## src/rtl/sp_head_shifter_pkg.sv

```systemverilog
// Shared types and default constants for the print-head line shifter.
package sp_head_pkg;

  localparam int SP_HEAD_CLK_DIV = 4;
  localparam int SP_HEAD_BIT_CNT = 16;
  localparam int SP_HEAD_LATCH_W = 4;
  localparam int SP_HEAD_LANES   = 16;

  typedef enum logic [2:0] {
    IDLE,
    START,
    CAP,
    LOW,
    HIGH,
    LATCH,
    DONE
  } sp_head_state_t;

  // Counter width for a count of n values; never narrower than one bit.
  function automatic int sp_head_cnt_w(input int n);
    return (n <= 1) ? 1 : $clog2(n);
  endfunction

endpackage

```

## src/rtl/sp_head_shifter_if.sv

```systemverilog
// Serializer handshake plus head serial bus between the shifter and its neighbours.
interface sp_head_shifter_if;
  import sp_head_pkg::*;

  logic                     SPdata_start;
  logic                     SPdata_req;
  logic [SP_HEAD_LANES-1:0] SPdata;
  logic                     head_sclk;
  logic [SP_HEAD_LANES-1:0] head_sdata;
  logic                     head_latch;

  modport master (
    output SPdata_start, SPdata_req, head_sclk, head_sdata, head_latch,
    input  SPdata
  );

  modport slave (
    input  SPdata_start, SPdata_req, head_sclk, head_sdata, head_latch,
    output SPdata
  );

endinterface

```

## src/rtl/sp_head_shifter_phase_timer.sv

```systemverilog
// Loadable down-counter with terminal-count and one-before-terminal flags.
module sp_head_phase_timer #(
  parameter int W = 2
) (
  input  logic         clk,
  input  logic         rstn,
  input  logic         load,
  input  logic [W-1:0] load_val,
  output logic         tc,
  output logic         near_tc
);

  logic [W-1:0] cnt;

  always_ff @(posedge clk or negedge rstn) begin
    if (!rstn) begin
      cnt <= '0;
    end else if (load) begin
      cnt <= load_val;
    end else if (cnt != '0) begin
      cnt <= cnt - 1'b1;
    end
  end

  assign tc      = (cnt == '0);
  assign near_tc = (cnt == W'(1));

endmodule

```

## src/rtl/sp_head_shifter.sv

```systemverilog
// Shifts one print line from the SP serializers into the head; optional abort input
// is built in when SP_HEAD_ABORT_EN is defined.
module sp_head_shifter
  import sp_head_pkg::*;
#(
  parameter int CLK_DIV = SP_HEAD_CLK_DIV,
  parameter int BIT_CNT = SP_HEAD_BIT_CNT,
  parameter int LATCH_W = SP_HEAD_LATCH_W
) (
  input  logic                clk,
  input  logic                rstn,
  input  logic                line_start,
`ifdef SP_HEAD_ABORT_EN
  input  logic                abort,
`endif
  output logic                busy,
  output logic                line_done,
  sp_head_shifter_if.master   sp
);

  // state | meaning
  // IDLE  | waiting for line_start
  // START | SPdata_start pulse, bit counter cleared
  // CAP   | head_sdata captures SPdata at end of cycle
  // LOW   | CLK_DIV cycles with head_sclk low
  // HIGH  | CLK_DIV cycles with head_sclk high; req or go to LATCH at the end
  // LATCH | LATCH_W cycles of head_latch
  // DONE  | line_done pulse

  localparam int PH_MAX = (CLK_DIV > LATCH_W) ? CLK_DIV : LATCH_W;
  localparam int PH_W   = sp_head_cnt_w(PH_MAX);
  localparam int BC_W   = $clog2(BIT_CNT);

  localparam logic [BC_W-1:0] BIT_LAST = BC_W'(BIT_CNT - 1);
  localparam logic [PH_W-1:0] DIV_LD   = PH_W'(CLK_DIV - 1);
  localparam logic [PH_W-1:0] LAT_LD   = PH_W'(LATCH_W - 1);

  sp_head_state_t  state;
  logic [BC_W-1:0] bit_cnt;
  logic            last_bit;
  logic            tc;
  logic            near_tc;
  logic            timer_load;
  logic [PH_W-1:0] timer_val;
  logic            req_next;
  logic            abort_hit;

`ifdef SP_HEAD_ABORT_EN
  assign abort_hit = abort && (state != IDLE);
`else
  assign abort_hit = 1'b0;
`endif

  assign last_bit = (bit_cnt == BIT_LAST);

  // The timer reloads on every state entry; outside the timed states it is held loaded.
  always_comb begin
    timer_load = 1'b1;
    timer_val  = DIV_LD;
    case (state)
      LOW:     timer_load = tc;
      HIGH: begin
        timer_load = tc;
        if (last_bit) timer_val = LAT_LD;
      end
      LATCH:   timer_load = tc;
      default: timer_load = 1'b1;
    endcase
  end

  // req is registered, so it is raised one cycle ahead of the last HIGH cycle.
  assign req_next = !last_bit &&
                    (((state == LOW) && tc && (CLK_DIV == 1)) ||
                     ((state == HIGH) && near_tc));

  sp_head_phase_timer #(.W(PH_W)) u_phase_timer (
    .clk      (clk),
    .rstn     (rstn),
    .load     (timer_load),
    .load_val (timer_val),
    .tc       (tc),
    .near_tc  (near_tc)
  );

  always_ff @(posedge clk or negedge rstn) begin
    if (!rstn) begin
      state           <= IDLE;
      bit_cnt         <= '0;
      busy            <= 1'b0;
      line_done       <= 1'b0;
      sp.SPdata_start <= 1'b0;
      sp.SPdata_req   <= 1'b0;
      sp.head_sclk    <= 1'b0;
      sp.head_sdata   <= '0;
      sp.head_latch   <= 1'b0;
    end else if (abort_hit) begin
      state           <= IDLE;
      busy            <= 1'b0;
      line_done       <= 1'b0;
      sp.SPdata_start <= 1'b0;
      sp.SPdata_req   <= 1'b0;
      sp.head_sclk    <= 1'b0;
      sp.head_sdata   <= '0;
      sp.head_latch   <= 1'b0;
    end else begin
      sp.SPdata_start <= 1'b0;
      sp.SPdata_req   <= req_next;
      line_done       <= 1'b0;
      case (state)
        IDLE: begin
          if (line_start) begin
            state           <= START;
            busy            <= 1'b1;
            sp.SPdata_start <= 1'b1;
          end
        end
        START: begin
          state   <= CAP;
          bit_cnt <= '0;
        end
        CAP: begin
          sp.head_sdata <= sp.SPdata;
          state         <= LOW;
        end
        LOW: begin
          if (tc) begin
            state        <= HIGH;
            sp.head_sclk <= 1'b1;
          end
        end
        HIGH: begin
          if (tc) begin
            sp.head_sclk <= 1'b0;
            if (last_bit) begin
              state         <= LATCH;
              sp.head_latch <= 1'b1;
            end else begin
              state   <= CAP;
              bit_cnt <= bit_cnt + 1'b1;
            end
          end
        end
        LATCH: begin
          if (tc) begin
            sp.head_latch <= 1'b0;
            state         <= DONE;
            line_done     <= 1'b1;
          end
        end
        DONE: begin
          state <= IDLE;
          busy  <= 1'b0;
        end
        default: state <= IDLE;
      endcase
    end
  end

endmodule

```

## src/flat_wrapper.sv

```systemverilog
// flat-port wrapper written by rule: the top's interface ports become plain ports
module sp_head_shifter_flat import sp_head_pkg::*;
#(
  parameter int CLK_DIV = SP_HEAD_CLK_DIV,
  parameter int BIT_CNT = SP_HEAD_BIT_CNT,
  parameter int LATCH_W = SP_HEAD_LATCH_W
)
  (clk, rstn, line_start, busy, line_done, sp_SPdata_start, sp_SPdata_req, sp_head_sclk, sp_head_sdata, sp_head_latch, sp_SPdata);
  sp_head_shifter_if sp_i ();
  input  logic clk;
  input  logic rstn;
  input  logic line_start;
  output logic busy;
  output logic line_done;
  output wire logic [$bits(sp_i.SPdata_start)-1:0] sp_SPdata_start;
  output wire logic [$bits(sp_i.SPdata_req)-1:0] sp_SPdata_req;
  output wire logic [$bits(sp_i.head_sclk)-1:0] sp_head_sclk;
  output wire logic [$bits(sp_i.head_sdata)-1:0] sp_head_sdata;
  output wire logic [$bits(sp_i.head_latch)-1:0] sp_head_latch;
  input wire logic [$bits(sp_i.SPdata)-1:0] sp_SPdata;
  assign sp_SPdata_start = sp_i.SPdata_start;
  assign sp_SPdata_req = sp_i.SPdata_req;
  assign sp_head_sclk = sp_i.head_sclk;
  assign sp_head_sdata = sp_i.head_sdata;
  assign sp_head_latch = sp_i.head_latch;
  assign sp_i.SPdata = sp_SPdata;
  sp_head_shifter #(.CLK_DIV(CLK_DIV), .BIT_CNT(BIT_CNT), .LATCH_W(LATCH_W)) u_core (.clk(clk), .rstn(rstn), .line_start(line_start), .busy(busy), .line_done(line_done), .sp(sp_i));
endmodule
```

## config.mk

```make
export PLATFORM = sky130hd
export DESIGN_NAME = sp_head_shifter_flat
export DESIGN_NICKNAME = d
export VERILOG_FILES = /design/src/rtl/sp_head_shifter_pkg.sv /design/src/rtl/sp_head_shifter_if.sv /design/src/rtl/sp_head_shifter_phase_timer.sv /design/src/rtl/sp_head_shifter.sv /design/src/flat_wrapper.sv
export SDC_FILE = /design/constraint.sdc
export NUM_CORES = 1
export LEC_CHECK = 0
export BUFFER_PORTS_ARGS = -buffer_cell sky130_fd_sc_hd__buf_2
export CAP_MARGIN = 0
export CORE_MARGIN = 4
export CORE_UTILIZATION = 45
export DETAILED_ROUTE_END_ITERATION = 10
export GPL_ROUTABILITY_DRIVEN = 0
export GPL_TIMING_DRIVEN = 1
export PLACE_DENSITY = 0.71
export SETUP_SLACK_MARGIN = 0.5
export SLEW_MARGIN = 30
export SYNTH_ARGS = -nofsm -noshare
export SYNTH_HDL_FRONTEND = slang
export SYNTH_SLANG_ARGS = --single-unit
```

## constraint.sdc

```tcl
create_clock -name clk -period 1.59 [get_ports clk]
set_input_delay 0.159 -clock clk [delete_from_list [all_inputs] [get_ports clk]]
set_output_delay 0.159 -clock clk [all_outputs]
set_load 0.1 [all_outputs]
```

Word level (Yosys, flattened, before mapping):

Cells that the tools add are included.

* register bits: 31
* input bits: 19
* output and inout port bits: 22

* add/sub/neg operators: 2
* equal/unequal tests: 14
* multiplexer cells: 24
* reductions and logical operators: 17

Operator list (count)
* 3-bit case mux with 6 select lines: 1
* 3-bit 2-to-1 mux: 5
* 2-bit nonzero test: 6
* 1-bit 2-to-1 mux: 10
* 3-bit equality test (second input constant): 3
* 4-bit 2-to-1 mux: 2
* 2-bit by 1-bit != test with 1-bit output (second input constant): 4
* 4-bit case mux with 2 select lines: 1
* 4-bit AND reduction: 2
* 3-bit by 2-bit equality test with 1-bit output (second input constant): 2
* 1-bit case mux with 2 select lines: 3
* 3-bit AND reduction: 2
* 4-bit by 1-bit adder with 4-bit output (second input constant): 1
* 4-bit equality test (second input constant): 1
* 2-bit 2-to-1 mux: 2
* 2-bit != test (second input constant): 2
* 3-bit by 1-bit equality test with 1-bit output (second input constant): 1
* 3-bit zero test: 1
* 3-bit OR reduction: 1
* 2-bit by 1-bit equality test with 1-bit output (second input constant): 1
* 1-bit logical AND: 2
* 2-bit zero test: 1
* 2-bit AND reduction: 1
* 2-bit by 1-bit subtractor with 2-bit output (second input constant): 1
* 1-bit zero test: 1

Logic depth before layout (Yosys ltp):

Gate-level depths: netlist of run 1.

* word-level depth: 4
* gate-level depth with buffers: 6
* depth with buffers taken out: 5

By module:

From an unflattened synthesis of run 1, not the netlist that was laid out.

* cell total of the unflattened synthesis: 120
* area total of the unflattened synthesis: 1437.6 sq um

Modules (own cells, without submodules)
* sp_head_shifter: times used 1, cells an instance 107, area each 1301.2 sq um, sequential area each 725.7 sq um
* sp_head_phase_timer: times used 1, cells an instance 13, area each 136.4 sq um, sequential area each 50.0 sq um

Worst setup path before layout of run 1:

No wires, ideal clock.

* path type: reg-to-reg
* start: reg u_core.state[0]
* end: reg u_core.sp.head_sdata[0]
* library setup time: 0.128 ns
* arrival: 1.286 ns
* setup slack: 0.176 ns
* cell stages (with the launch flop): 5
* clock period less this slack: 1.414 ns
* cell sequence: dfrtp_1 -> buf_2 -> nor3_4 -> buf_6 -> mux2_1

* longest elaborated chain between the ends: 1

RTL lines
* from (decl): line sp_head_shifter.sv:38 `sp_head_state_t state;`
* from (signal assigned): line sp_head_shifter.sv:87 `state <= IDLE;`
* from (signal assigned): line sp_head_shifter.sv:97 `state <= IDLE;`
* from (signal assigned): line sp_head_shifter.sv:112 `state <= START;`
* 3-bit by 2-bit equality test with 1-bit output: line sp_head_shifter.sv:109 `case (state)`
* to (signal assigned): line sp_head_shifter.sv:122 `sp.head_sdata <= sp.SPdata;`
* to (decl): line sp_head_shifter_if.sv:13 `output SPdata_start, SPdata_req, head_sclk, head_sdata, head_latch,`

No other way between the ends.
A chain may end at the register's enable or synchronous reset.

Worst setup path in the final report of run 1:

* start: reg u_core.state[0]
* end: reg u_core.sp.head_sdata[7]

Same word-level chain as after synthesis.

==> results.md, run 1 <==
- Routed via count: about 1400
- Overall global routing resource usage: 24.3%
- Ant diodes: 0
- Crit path launch type: register
- Critical Path Fanout Max: 8
- Tcrit/Tclk final: between 80 and 90%
- Register area share after synthesis: 55.3%
- Syn Inst Count: between 100 and 150
- Setup slack after layout: roughly 0.18 ns
- Post-synth ARST share: between 90% and 100%
- Fin Hold WS: between 0.04 and 0.05 ns
- Initial antenna violation count: 0
- Crit Path Category: register to register
- Chip Width: between 60 and 70 um
- Clk pin slew, worst setup/hold paths: roughly 0.11 ns
- P&R area growth vs syn: 93.6%
- Largest net degree at the start of global routing: 32
- CTS Buf Count: 5
- RSZ-0062 raised after global routing: yes
- Max transition margin: a little over half
- Min cycle time layout: 1.41 ns
- Clk_lat worst skew: 0.35 ns
- Proportion of layout cells with a drive suffix above 1: 73.3%
- Total gr overflow: 0
- Switching Fraction: 30.4%
- Worst EP required: roughly 1.8 ns
- Final ANT Viol Nets: 0
- First-pass GRT wire length: approximately 7400 um
- Detailed Routing Iterations Pass 1: 4
- Die Y: between 60 and 70 um
- Finish-stage setup viols: 0
- DRT Wirelength: ~5800 um
- Cell area after synthesis: ~0.0014 mm^2
- Type of the worst min-delay path: input pin to register
- Die area: just over 0.004 mm^2
- IO Pins: 41
- P_int: 1200 uW
- Clk buf depth: 2
- Endpoints failing hold: 0
- Switch Pwr: 525 uW
- Port Buf Inserts: 40
- Root buffer cell: clkbuf_4
- Initial Util: a little under half
- Synth warn: 0
- Clock Skew: ~0.015 ns
- DRT iter0 DRCs: 49
- Max Cap Viol: 0
- Vias in the first global route: approximately 1400
- # DRC: 0
- Critical path arrival: between 1.5 and 2 ns
- Post-synth EDFFs: 0
- Worst vdd ir: around 720 uV
- Worst Setup End Kind: register
- Status: finished, final reports clean
- Comb power frac: between 10% and 20%
- Worst Max-Slew Pin Slew: approximately 0.7 ns
- Commonest cells after routing, fill and taps aside: buf_4, dfrtp_1, buf_12
- Commonest non-fill, non-tap cell in the layout: buf_4
- Post-route cell area: roughly 0.0027 mm^2
- Avg WL per Cell: around 24 um
- Netlist cell types: 39
- Core area: ~0.0030 mm^2
- Area post-placement: 0.00171 mm^2
- Std-Cell Rows: 20
- Setup tns final: 0 ns
- Flop pwr share: about 48%
- Syn_nets: about 140
- H-tree depth: 2
- Hpwl dp: between 2000 and 2500 um
- Final net count: 223
- F_max: a little over 700 MHz
- Num Clock Sinks: 31
- CTS tree: yes
- #FFs+latches synth: 31
- Dpl ws: roughly 0.12 ns
- Vias per cell: between 5 and 6
- Power Density: ~640 mW/mm^2
- Synth Flop Type: dfrtp_1
- Mean post-synth cell area: around 12 um^2
- Clk pwr share: between 30% and 40%
- Lkg Pwr: approximately 0.0013 uW
- Slew Limit Fails: 0
## registers in the layout (all words and copies together), names as in the netlist
register	cells
u_core.state	3
u_core.busy	1
u_core.sp.head_sclk	1
u_core.bit_cnt	4
u_core.u_phase_timer.cnt	2
u_core.sp.SPdata_start	1
u_core.line_done	1
u_core.sp.head_sdata	16
u_core.sp.head_latch	1
u_core.sp.SPdata_req	1
## metrics by stage
stage	power [uW]	util [%]	instances
6_report	1730	89.8	246
4_1_cts	1670	80.8	235
5_1_grt	1790	89.8	246
2_1_floorplan	1000	-	116
3_5_place_dp	1070	56.4	199
3_3_place_gp	1060	56.4	199
## synth_stat cells, drive strengths merged, types with 2 or more instances
| library cell | instances | area share (%) |
|---|---|---|
| a21oi | 6 | 2.1 |
| buf | 4 | 1.8 |
| clkbuf | 3 | 0.80 |
| dfrtp | 31 | 55 |
| ha | 3 | 2.7 |
| inv | 7 | 1.9 |
| mux2 | 18 | 14 |
| nand2 | 5 | 1.3 |
| nand2b | 2 | 0.89 |
| nand3 | 3 | 1.1 |
| nand3b | 2 | 1.1 |
| nand4 | 2 | 0.89 |
| nor2 | 3 | 0.80 |
| nor2b | 3 | 1.3 |
| nor3 | 2 | 1.5 |
| nor3b | 2 | 1.1 |
| o21ai | 2 | 0.71 |
| o22a | 2 | 1.2 |
## timing repair
action                                 CTS  global route
gates resized for setup                118            39
cloned                                   1             0
hold buffers                             1             0
setup endpoints to repair               52            53
endpoints found under the hold margin   31             0
buffers inserted                        26            11
pin swaps                                9             7
## layer usage
layer / part of all wire, % / global-route usage, %
met5: 0 / 0
met4: 2.6 / 7.28
met3: 5.7 / 4.75
met2: 52 / 45.7
met1: 40 / 27.3
## cell families after synthesis
family	share of synthesized area, %
adders and majority gates	2.67
AOI/OAI and AO/OA	9.89
buffers and inverters	4.46
muxes	14.4
and+or+nand+nor	13.3
DFF	55.3
## power by group through the flow
stage	registers, uW	logic [uW]	clock network, uW
floorplan	987	16.4	0
CTS	828	302	536
global placement	831	231	0
finish	836	342	552
detailed placement	833	234	0
global route	838	350	606
## worst paths after layout
path | start | endpoint | slack [ns] | cells after the start
min reg2reg | u_core.sp.head_latch$_DFFE_PN0P_ | u_core.sp.head_latch$_DFFE_PN0P_ | 0.53 | 1
min | sp_SPdata[9] | u_core.sp.head_sdata[9]$_DFFE_PN0P_ | 0.05 | 2
max reg2reg | u_core.state[0]$_DFFE_PN0P_ | u_core.sp.head_sdata[7]$_DFFE_PN0P_ | 0.18 | 4
max | u_core.state[0]$_DFFE_PN0P_ | u_core.sp.head_sdata[7]$_DFFE_PN0P_ | 0.18 | 4
min in group asynchronous | rstn | u_core.sp.head_sdata[9]$_DFFE_PN0P_ | 0.42 | 2
max in group asynchronous | rstn | u_core.state[2]$_DFFE_PN0P_ | 0.67 | 2
## cell type report
class,count,area (um^2)
inverters,7,26.3
well taps,44,55.1
fillers,105,310
clock buffers,8,68.8
multi-input cells,71,852
flip-flops and latches,31,783
repair buffers,85,932
## critical path, cell delays in order (launching register included)
cell and delay [ns]:
dfrtp_2 0.48, nor3_4 0.24, buf_6 0.14, buf_16 0.13, mux2_4 0.32
Power figures use the tool's default switching activity.
==> inputs of run 2 (changes only) <==
--- a/config.mk
+++ b/config.mk
@@ -7,12 +7,13 @@
 export LEC_CHECK = 0
 export BUFFER_PORTS_ARGS = -buffer_cell sky130_fd_sc_hd__buf_2
 export CAP_MARGIN = 0
+export CORE_ASPECT_RATIO = 0.6
 export CORE_MARGIN = 4
-export CORE_UTILIZATION = 45
+export CORE_UTILIZATION = 38
 export DETAILED_ROUTE_END_ITERATION = 10
 export GPL_ROUTABILITY_DRIVEN = 0
 export GPL_TIMING_DRIVEN = 1
-export PLACE_DENSITY = 0.71
+export RECOVER_POWER = 100
 export SETUP_SLACK_MARGIN = 0.5
 export SLEW_MARGIN = 30
 export SYNTH_ARGS = -nofsm -noshare
==> run 2 against run 1 <==
  * Design area is 18% lower
  * Worst setup slack worse by 0.055 ns
  * Fmax is 3.7% lower
  * Total power is 6.1% lower
  * Critical path type unchanged
==> results.md, run 2 (synthesis results as in run 1) <==
- Clk buf depth: 2 (unchanged)
- Worst Setup End Kind: register (unchanged)
- P&R area growth vs syn: 58.9% (was 93.6%)
- Final ANT Viol Nets: 0 (unchanged)
- IO Pins: 41 (unchanged)
- Routed via count: 1213 (was 1365)
- Vias per cell: 5.14 (was 5.55)
- Largest Register: u_core.sp.head_sdata (unchanged)
- Overall global routing resource usage: 19.9% (was 24.3%)
- Die Y: 55.1 um (was 63.9 um)
- Worst Max-Slew Pin Slew: 0.795 ns (was 0.702 ns)
- Setup tns final: 0 ns (unchanged)
- DRT Wirelength: 4440 um (was 5810 um)
- Crit path launch type: register (unchanged)
- F_max: 681 MHz (was 707 MHz)
- Bufs and invs on worst path: 2 (unchanged)
- Initial Util: 41.2% (was 46.4%)
- First-pass GRT wire length: 6880 um (was 7400 um)
- CTS Buf Count: 5 (unchanged)
- DRT iter0 DRCs: 41 (was 49)
- Root buffer cell: clkbuf_8 (was clkbuf_4)
- Avg WL per Cell: 18.8 um (was 23.6 um)
- Worst path depth: 4 (unchanged)
- Core area: 0.00340 mm^2 (was 0.00303 mm^2)
- Worst vdd ir: 625 uV (was 724 uV)
- Total gr overflow: 0 (unchanged)
- Tcrit/Tclk final: 92.4% (was 89.0%)
- Type of the worst min-delay path: input pin to register (unchanged)
- Largest net degree at the start of global routing: 32 (unchanged)
- Footprint of the multi-input gates: 748 um^2 (was 852 um^2)
- Clock Skew: 0.00461 ns (was 0.0147 ns)
- Port Buf Inserts: 40 (unchanged)
- Worst EP required: 1.74 ns (was 1.83 ns)
- Status: finished, final reports clean (unchanged)
- Max transition margin: 47.0% (was 53.2%)
- Critical path arrival: 1.62 ns (was 1.65 ns)
- CTS tree: yes (unchanged)
- Chip Width: 86.5 um (was 63.9 um)
- Worst Reg-to-Reg Cells: 4 (unchanged)
- # DRC: 0 (unchanged)
- Overall power: 1620 uW (was 1730 uW)
- Seq. cell area: 782 um^2 (was 783 um^2)
- Clk pin slew, worst setup/hold paths: 0.06 ns (was 0.11 ns)
- Final-layout fill cell count: 278 (was 105)
- Largest registers: u_core.sp.head_sdata (16), u_core.bit_cnt (4), u_core.state (3) (unchanged)
- Critical Path Fanout Max: 8 (unchanged)
- Crit Path Category: register to register (unchanged)
- Proportion of layout cells with a drive suffix above 1: 61.1% (was 73.3%)
- End-of-flow core utilization: 65.6% (was 89.8%)
- Fin Hold WS: 0.102 ns (was 0.0489 ns)
- Dpl ws: 0.117 ns (was 0.115 ns)
- Finish-stage setup viols: 0 (unchanged)
- Detailed Routing Iterations Pass 1: 4 (unchanged)
- CP top delay family: flip-flops (unchanged)
- Clk_lat worst skew: 0.27 ns (was 0.35 ns)
- Min cycle time layout: 1.47 ns (was 1.41 ns)
- Initial antenna violation count: 0 (unchanged)
- H-tree depth: 2 (unchanged)
- Lkg Pwr: 0.00106 uW (was 0.00128 uW)
- Final net count: 213 (was 223)
- Die area: 0.00476 mm^2 (was 0.00408 mm^2)
- Setup slack after layout: 0.121 ns (was 0.175 ns)
- Power Density: 728 mW/mm^2 (was 636 mW/mm^2)
- Endpoints failing hold: 0 (unchanged)
- Vias in the first global route: 1323 (was 1426)
- Hpwl dp: 2470 um (was 2020 um)
- Max FFs per register: 16 (unchanged)
- Commonest non-fill, non-tap cell in the layout: dfrtp_1 (was buf_4)
- Std-Cell Rows: 16 (was 20)
- Num Clock Sinks: 31 (unchanged)
- Crit path cell chain: nor3_4 -> clkbuf_1 -> buf_12 -> mux2_1 (was nor3_4 -> buf_6 -> buf_16 -> mux2_4)
- Commonest cells after routing, fill and taps aside: dfrtp_1, clkbuf_2, buf_2 (was buf_4, dfrtp_1, buf_12)
- Max Cap Viol: 0 (unchanged)
- Max stage delay on crit path: 0.47 ns (was 0.48 ns)
- Worst hold stages: 2 (unchanged)
- CP max stage cell: dfrtp_1 (was dfrtp_2)
- Slew Limit Fails: 0 (unchanged)
- RSZ-0062 raised after global routing: yes (unchanged)
## run 2: path summary, 6_finish.rpt
kind / from / endpoint / slack [ns]
setup / recovery: u_core.state[0]$_DFFE_PN0P_ / u_core.sp.head_sdata[8]$_DFFE_PN0P_ / 0.12
hold / removal: sp_SPdata[5] / u_core.sp.head_sdata[5]$_DFFE_PN0P_ / 0.10
setup reg to reg: u_core.state[0]$_DFFE_PN0P_ / u_core.sp.head_sdata[8]$_DFFE_PN0P_ / 0.12
hold reg to reg: u_core.sp.head_sdata[15]$_DFFE_PN0P_ / u_core.sp.head_sdata[15]$_DFFE_PN0P_ / 0.49
max in group asynchronous: rstn / u_core.sp.head_sclk$_DFFE_PN0P_ / 0.52
min in group asynchronous: rstn / u_core.line_done$_DFF_PN0_ / 0.51
## run 2: per-stage QoR
step,std cells,instance area [um^2]
after CTS,230,2270
after floorplan,116,1460
after detailed placement,199,1700
after global placement,199,1700
final,236,2230
after global routing,235,2230
## run 2: layer usage
| layer | track usage, % | wire (um) |
|---|---|---|
| met5 | 0 | 0 |
| met1 | 25.1 | 1880 |
| met2 | 34.4 | 2230 |
| met4 | 5.70 | 61 |
| met3 | 5.33 | 259 |
## run 2: layout make-up
class,count,area share (%)
multi-input cells,71,33.5
repair buffers,75,24.3
flip-flops and latches,31,35.1
diodes,1,0.112
clock buffers,6,3.25
well taps,45,2.52
inverters,7,1.18
## run 2: where the power goes
group | switching (uW) | internal [uW] | total (uW)
clock network | 268 | 291 | 559
registers | 12.0 | 810 | 822
logic | 196 | 47.8 | 244
total | 475 | 1150 | 1620
## run 2: timing repair
action / 4_1_cts / 5_1_grt
hold endpoints to repair: 31 / 0
setup buffers: 23 / 5
cloned: 1 / 0
hold buffers: 1 / 0
endpoints found under the setup margin: 53 / 56
pin swaps: 10 / 9
gates resized for setup: 80 / 33
